**src/rtl/uart_tx_fifo.sv**
```systemverilog
// UART transmitter with an input FIFO: frames words as start + data (LSB first)
// + optional parity + stop bit(s), back-to-back while the FIFO holds words.
module uart_tx_fifo #(
   parameter int CLKS_PER_BIT = 25,
   parameter int DATA_BITS    = 8,
   parameter int PARITY       = 0,
   parameter int STOP_BITS    = 1,
   parameter int FIFO_DEPTH   = 4
) (
   input  logic                        clk,
   input  logic                        rst,
   input  logic [DATA_BITS-1:0]        in_data,
   input  logic                        in_valid,
   output logic                        in_ready,
   output logic                        out_tx,
   output logic                        busy,
   output logic [$clog2(FIFO_DEPTH):0] level
);

   localparam int AW = $clog2(FIFO_DEPTH);
   localparam int LW = AW + 1;
   localparam int BW = $clog2(CLKS_PER_BIT);
   localparam int IW = $clog2(DATA_BITS);
   localparam logic [BW-1:0] BAUD_LAST = BW'(CLKS_PER_BIT - 1);
   localparam logic [IW-1:0] IDX_LAST  = IW'(DATA_BITS - 1);
   localparam logic [LW-1:0] LVL_FULL  = LW'(FIFO_DEPTH);
   localparam logic          STOP_LAST = (STOP_BITS == 2);

   if (CLKS_PER_BIT < 2 || DATA_BITS < 5 || DATA_BITS > 9 || PARITY < 0 || PARITY > 2 ||
       (STOP_BITS != 1 && STOP_BITS != 2) || FIFO_DEPTH < 2 ||
       (FIFO_DEPTH & (FIFO_DEPTH - 1)) != 0) begin : g_bad_param
      $error("uart_tx_fifo: illegal parameter value");
   end

   typedef enum logic [2:0] {S_IDLE, S_START, S_DATA, S_PAR, S_STOP} state_t;

   state_t               state, state_nxt;
   logic [BW-1:0]        baud, baud_nxt;
   logic [IW-1:0]        idx, idx_nxt;
   logic                 stop_cnt, stop_nxt;
   logic [DATA_BITS-1:0] shreg, shreg_nxt;
   logic                 par_bit, par_nxt;
   logic                 tx_nxt;
   logic                 baud_last;
   logic                 push, pop;

   logic [DATA_BITS-1:0] mem [FIFO_DEPTH];
   logic [AW-1:0]        rd_ptr, wr_ptr;
   logic [DATA_BITS-1:0] head;

   assign in_ready  = (level != LVL_FULL);
   assign push      = in_valid && in_ready;
   assign head      = mem[rd_ptr];
   assign baud_last = (baud == BAUD_LAST);
   assign busy      = (state != S_IDLE) || (level != '0);

   always_ff @(posedge clk) begin
      if (push) mem[wr_ptr] <= in_data;
   end

   always_ff @(posedge clk) begin
      if (rst) begin
         state    <= S_IDLE;
         baud     <= '0;
         idx      <= '0;
         stop_cnt <= 1'b0;
         shreg    <= '0;
         par_bit  <= 1'b0;
         out_tx   <= 1'b1;
         rd_ptr   <= '0;
         wr_ptr   <= '0;
         level    <= '0;
      end else begin
         state    <= state_nxt;
         baud     <= baud_nxt;
         idx      <= idx_nxt;
         stop_cnt <= stop_nxt;
         shreg    <= shreg_nxt;
         par_bit  <= par_nxt;
         out_tx   <= tx_nxt;
         if (push) wr_ptr <= wr_ptr + 1'b1;
         if (pop)  rd_ptr <= rd_ptr + 1'b1;
         case ({push, pop})
            2'b10:   level <= level + 1'b1;
            2'b01:   level <= level - 1'b1;
            default: level <= level;
         endcase
      end
   end

   always_comb begin
      state_nxt = state;
      baud_nxt  = baud;
      idx_nxt   = idx;
      stop_nxt  = stop_cnt;
      shreg_nxt = shreg;
      par_nxt   = par_bit;
      pop       = 1'b0;
      tx_nxt    = 1'b1;
      if (state != S_IDLE) baud_nxt = baud_last ? '0 : baud + 1'b1;
      case (state)
         S_IDLE: if (level != '0) begin
            pop       = 1'b1;
            state_nxt = S_START;
         end
         S_START: if (baud_last) state_nxt = S_DATA;
         S_DATA: if (baud_last) begin
            shreg_nxt = shreg >> 1;
            if (idx == IDX_LAST) begin
               idx_nxt   = '0;
               state_nxt = (PARITY != 0) ? S_PAR : S_STOP;
            end else begin
               idx_nxt = idx + 1'b1;
            end
         end
         S_PAR: if (baud_last) state_nxt = S_STOP;
         S_STOP: if (baud_last) begin
            if (stop_cnt == STOP_LAST) begin
               stop_nxt = 1'b0;
               // Reload on the final stop cycle so the next start bit has no gap.
               if (level != '0) begin
                  pop       = 1'b1;
                  state_nxt = S_START;
               end else begin
                  state_nxt = S_IDLE;
               end
            end else begin
               stop_nxt = 1'b1;
            end
         end
         default: state_nxt = S_IDLE;
      endcase
      if (pop) begin
         shreg_nxt = head;
         par_nxt   = (^head) ^ (PARITY == 2);
         idx_nxt   = '0;
         baud_nxt  = '0;
      end
      // out_tx is registered from the state being entered, so it lines up with it.
      case (state_nxt)
         S_START: tx_nxt = 1'b0;
         S_DATA:  tx_nxt = shreg_nxt[0];
         S_PAR:   tx_nxt = par_nxt;
         default: tx_nxt = 1'b1;
      endcase
   end

endmodule

```
**config.mk**
```make
export PLATFORM = sky130hd
export DESIGN_NAME = uart_tx_fifo
export DESIGN_NICKNAME = d
export VERILOG_FILES = /design/src/rtl/uart_tx_fifo.sv
export SDC_FILE = /design/constraint.sdc
export NUM_CORES = 1
export LEC_CHECK = 0
export CORE_MARGIN = 4
export CORE_UTILIZATION = 52
export CTS_CLUSTER_SIZE = 30
export DETAILED_ROUTE_END_ITERATION = 10
export GPL_TIMING_DRIVEN = 1
export PLACE_DENSITY = 0.7
export SKIP_LAST_GASP = 1
export SYNTH_ARGS = -nofsm -noshare
export SYNTH_HDL_FRONTEND = slang
export SYNTH_SLANG_ARGS = --single-unit
export TNS_END_PERCENT = 5
```
**constraint.sdc**
```tcl
create_clock -name clk -period 2.4 [get_ports clk]
set_input_delay 0.48 -clock clk [delete_from_list [all_inputs] [get_ports clk]]
set_output_delay 0.48 -clock clk [all_outputs]
set_load 0.005 [all_outputs]
```
==> flow_metrics.env <==
export IMPL_power_density_mw_per_mm2=1140
export IMPL_io_buffers=16
export IMPL_drt_iter0_drc=156
export IMPL_yosysTopAreaCell="edfxtp_1"
export IMPL_slew_limit_headroom_pct=62.2
export IMPL_grtUsageTotal_pct=16.7
export IMPL_synthToLayoutAreaGrowth_pct=18.3
export IMPL_seq_area_sq_mm=0.00156
export IMPL_min_from="idx[1]"
export IMPL_worstReg2RegEnd="level[2]"
export IMPL_clk_transition_reported_paths_ps=70
export IMPL_antenna_cells=0
export IMPL_h_tree_depth=3
export IMPL_dpl_hpwl_microns=3000
export IMPL_max_freq_mhz=453
export IMPL_synth_seq_cells=62
export IMPL_worstPathMaxFanout=6
export IMPL_drive_above_1_share_pct=17.3
export IMPL_status="completed"
export IMPL_design_core_area_sq_mm=0.00482
export IMPL_clk_insertion_delay_late_ps=330
export IMPL_gr_total_overflow=0
export IMPL_layout_common_cells="edfxtp_1 (32), dfxtp_1 (30), nor2_1 (22)"
export IMPL_hold_viol=0
export IMPL_num_vias=1613
export IMPL_maxCapViolCount=0
export IMPL_max_stage_delay_ps=360
export IMPL_final_common_cell="edfxtp_1"
export IMPL_ctsHoldBuffers=0
export IMPL_post_dp_cell_area_sq_mm=0.00291
export IMPL_synth_cells=215
export IMPL_syn_area_sq_mm=0.00264
export IMPL_synth_edff_count=32
export IMPL_dr_pass1_iters=4
export IMPL_fp_row_count=25
export IMPL_hold_depth=2
export IMPL_grt_antenna_before_repair=0
export IMPL_cts_sinks=62
export IMPL_cts_tree="done"
export IMPL_ys_warn_count=0
export IMPL_numCtsBuffers=9
export IMPL_cts_path_max_buffers=2
export IMPL_worstSetupPathType="reg2reg"
export IMPL_synth_seq_area_share_pct=59.2
export IMPL_cts_root_buf="clkbuf_8"
export IMPL_skew_ps=5.92
export IMPL_final_min_clock_period_ps=2210
export IMPL_synth_nets=236
export IMPL_ir_worst_vdd_mv=0.737
export IMPL_die_w_microns=79.2
export IMPL_multi_input_area_sq_mm=0.00101
export IMPL_dieArea_sq_mm=0.00628
export IMPL_stdcell_area_sq_mm=0.00312
export IMPL_crit_path_frequent_cell="inv_1"
export IMPL_wl_microns=4340
export IMPL_tns_ps=0
export IMPL_power_mw=3.56
export IMPL_final_core_util_pct=64.8
export IMPL_ys_flop_type="edfxtp_1"
export IMPL_finalMaxSlewViolations=0
export IMPL_grt_max_degree=22
export IMPL_rsz0062_at_grt="false"
export IMPL_hp_class="reg2reg"
export IMPL_final_setup_viol_count=0
export IMPL_synth_cell_types=41
export IMPL_final_nets=264
export IMPL_synthTopCellsByArea="edfxtp_1 (36%), dfxtp_1 (23%), mux4_2 (6.8%)"
export IMPL_grt_pass1_vias=1656
export IMPL_ios=17
export IMPL_wl_per_cell_microns=13.8
export IMPL_critPathLaunchType="register"
export IMPL_tightestPinTransition_ps=564
export IMPL_synth_top_cell_area_share_pct=36.4
export IMPL_grt_pass1_wl_microns=7780
export IMPL_drc_errors=0
export IMPL_antenna_left=0
export IMPL_synth_area_per_cell_sq_um=12.3
export IMPL_die_y_microns=79.2
export IMPL_initial_core_util_pct=54.8
export IMPL_min_to="idx[1]"
export IMPL_slowest_stage="fa_1"
export IMPL_gp_congestion=0.730
export IMPL_r2r_setup_slack_ps=190
export IMPL_required_ps=2670
export IMPL_cp_end_kind="register"
export IMPL_post_route_period_util_pct=91.9
export IMPL_cp_arrival_ps=2480
export IMPL_via_per_inst=5.12
export IMPL_synthArstFlopShare_pct=0
export IMPL_worst_hold_slack_ps=457
export IMPL_crit_chain="inv_1 > nand3_1 > and2_1 > inv_1 > ha_4 > inv_1 > fa_1 > xor2_1 > or3_1 > a21oi_2"
export IMPL_reg2reg_depth=10
export IMPL_p_leak_nw=1.10
export IMPL_num_fill_cells=406
export IMPL_r2r_start="level[0]"
layer usage:
metal / wire length (microns) / vias to the layer above / global-route usage (%)
met2: 1980 / 22 / 24.8
li1: - / 819 / -
met5: 0 / - / 0
met1: 2110 / 763 / 20.7
met3: 139 / 9 / 4.99
met4: 111 / 0 / 11.7
cell usage after synthesis (2+ instances only):
cell and count:
nor3_1 5, clkbuf_1 4, a311oi_1 2, nand3_1 3, edfxtp_1 32, xor2_1 6
mux4_2 8, nand4_1 2, a22oi_1 4, nor3_2 2, a21oi_1 13, dfxtp_1 30
nor2b_1 2, or3_1 3, nand2_1 21, xnor2_1 9, ha_1 9, nor2_1 22
inv_1 9, and3_1 4, a31oi_1 2, o21ai_0 4
sequential cells by signal, indices dropped and copies added, names as in the netlist, named ones only:
register / count
rd_ptr: 2
par_bit: 1
wr_ptr: 2
baud: 5
out_tx: 1
shreg: 8
mem: 32
level: 3
idx: 3
state: 3
area by class of cell:
type	instances	area share (%)
inverter	10	1.20
clock inverter	7	2.41
timing repair buffer	25	7.30
sequential	62	50.0
multi-input combinational	135	32.4
clock buffer	9	3.97
tap	67	2.69
report_power, final:
| group | total [mW] | switching (mW) | internal (mW) |
|---|---|---|---|
| Combinational | 1.26 | 0.627 | 0.637 |
| Sequential | 1.40 | 0.0977 | 1.30 |
| Clock | 0.898 | 0.418 | 0.480 |
worst max-delay path by stage:
| stage | startpoint | endpoint | slack (ps) | cells past startpoint |
|---|---|---|---|---|
| global placement | in_valid | level[2] | 40 | 9 |
| detailed placement | in_valid | level[2] | -0.1 | 9 |
| global route | baud[0] | level[2] | 8 | 12 |
| finish | level[0] | level[2] | 190 | 10 |
| floorplan | baud[0] | level[2] | 7 | 14 |
| CTS | baud[0] | level[2] | 150 | 12 |
logic make-up (layout without fill, tap and decap cells):
group,after synthesis,after routing,synth area share [%]
adders and majority gates,10,10,5.03
buffers and inverters,18,51,3.08
DFF,62,62,59.2
and+or+nand+nor,72,72,13.2
muxes,9,9,7.21
xor gates and xnor gates,15,15,4.98
AOI/OAI and AO/OA,29,29,7.26
critical path: cells and delay by family (launching register included):
family | cells | cell delay [ps]
buf+inv | 3 | 260
compound gates | 1 | 130
flops | 1 | 350
fa+ha+maj | 2 | 510
simple gates | 3 | 720
xor+xnor | 1 | 170
repair_timing:
item / CTS / global route
endpoints found under the setup margin: 0 / 1
setup buffers: 0 / 1
gates resized for setup: 0 / 1
through the flow:
stage               worst slack, ps  instances
finish                          195        315
global route                   8.03        315
CTS                             148        314
detailed placement           -0.109        298
global placement               40.6        298
floorplan                      6.59        215
(Power assumes the default switching activity.)
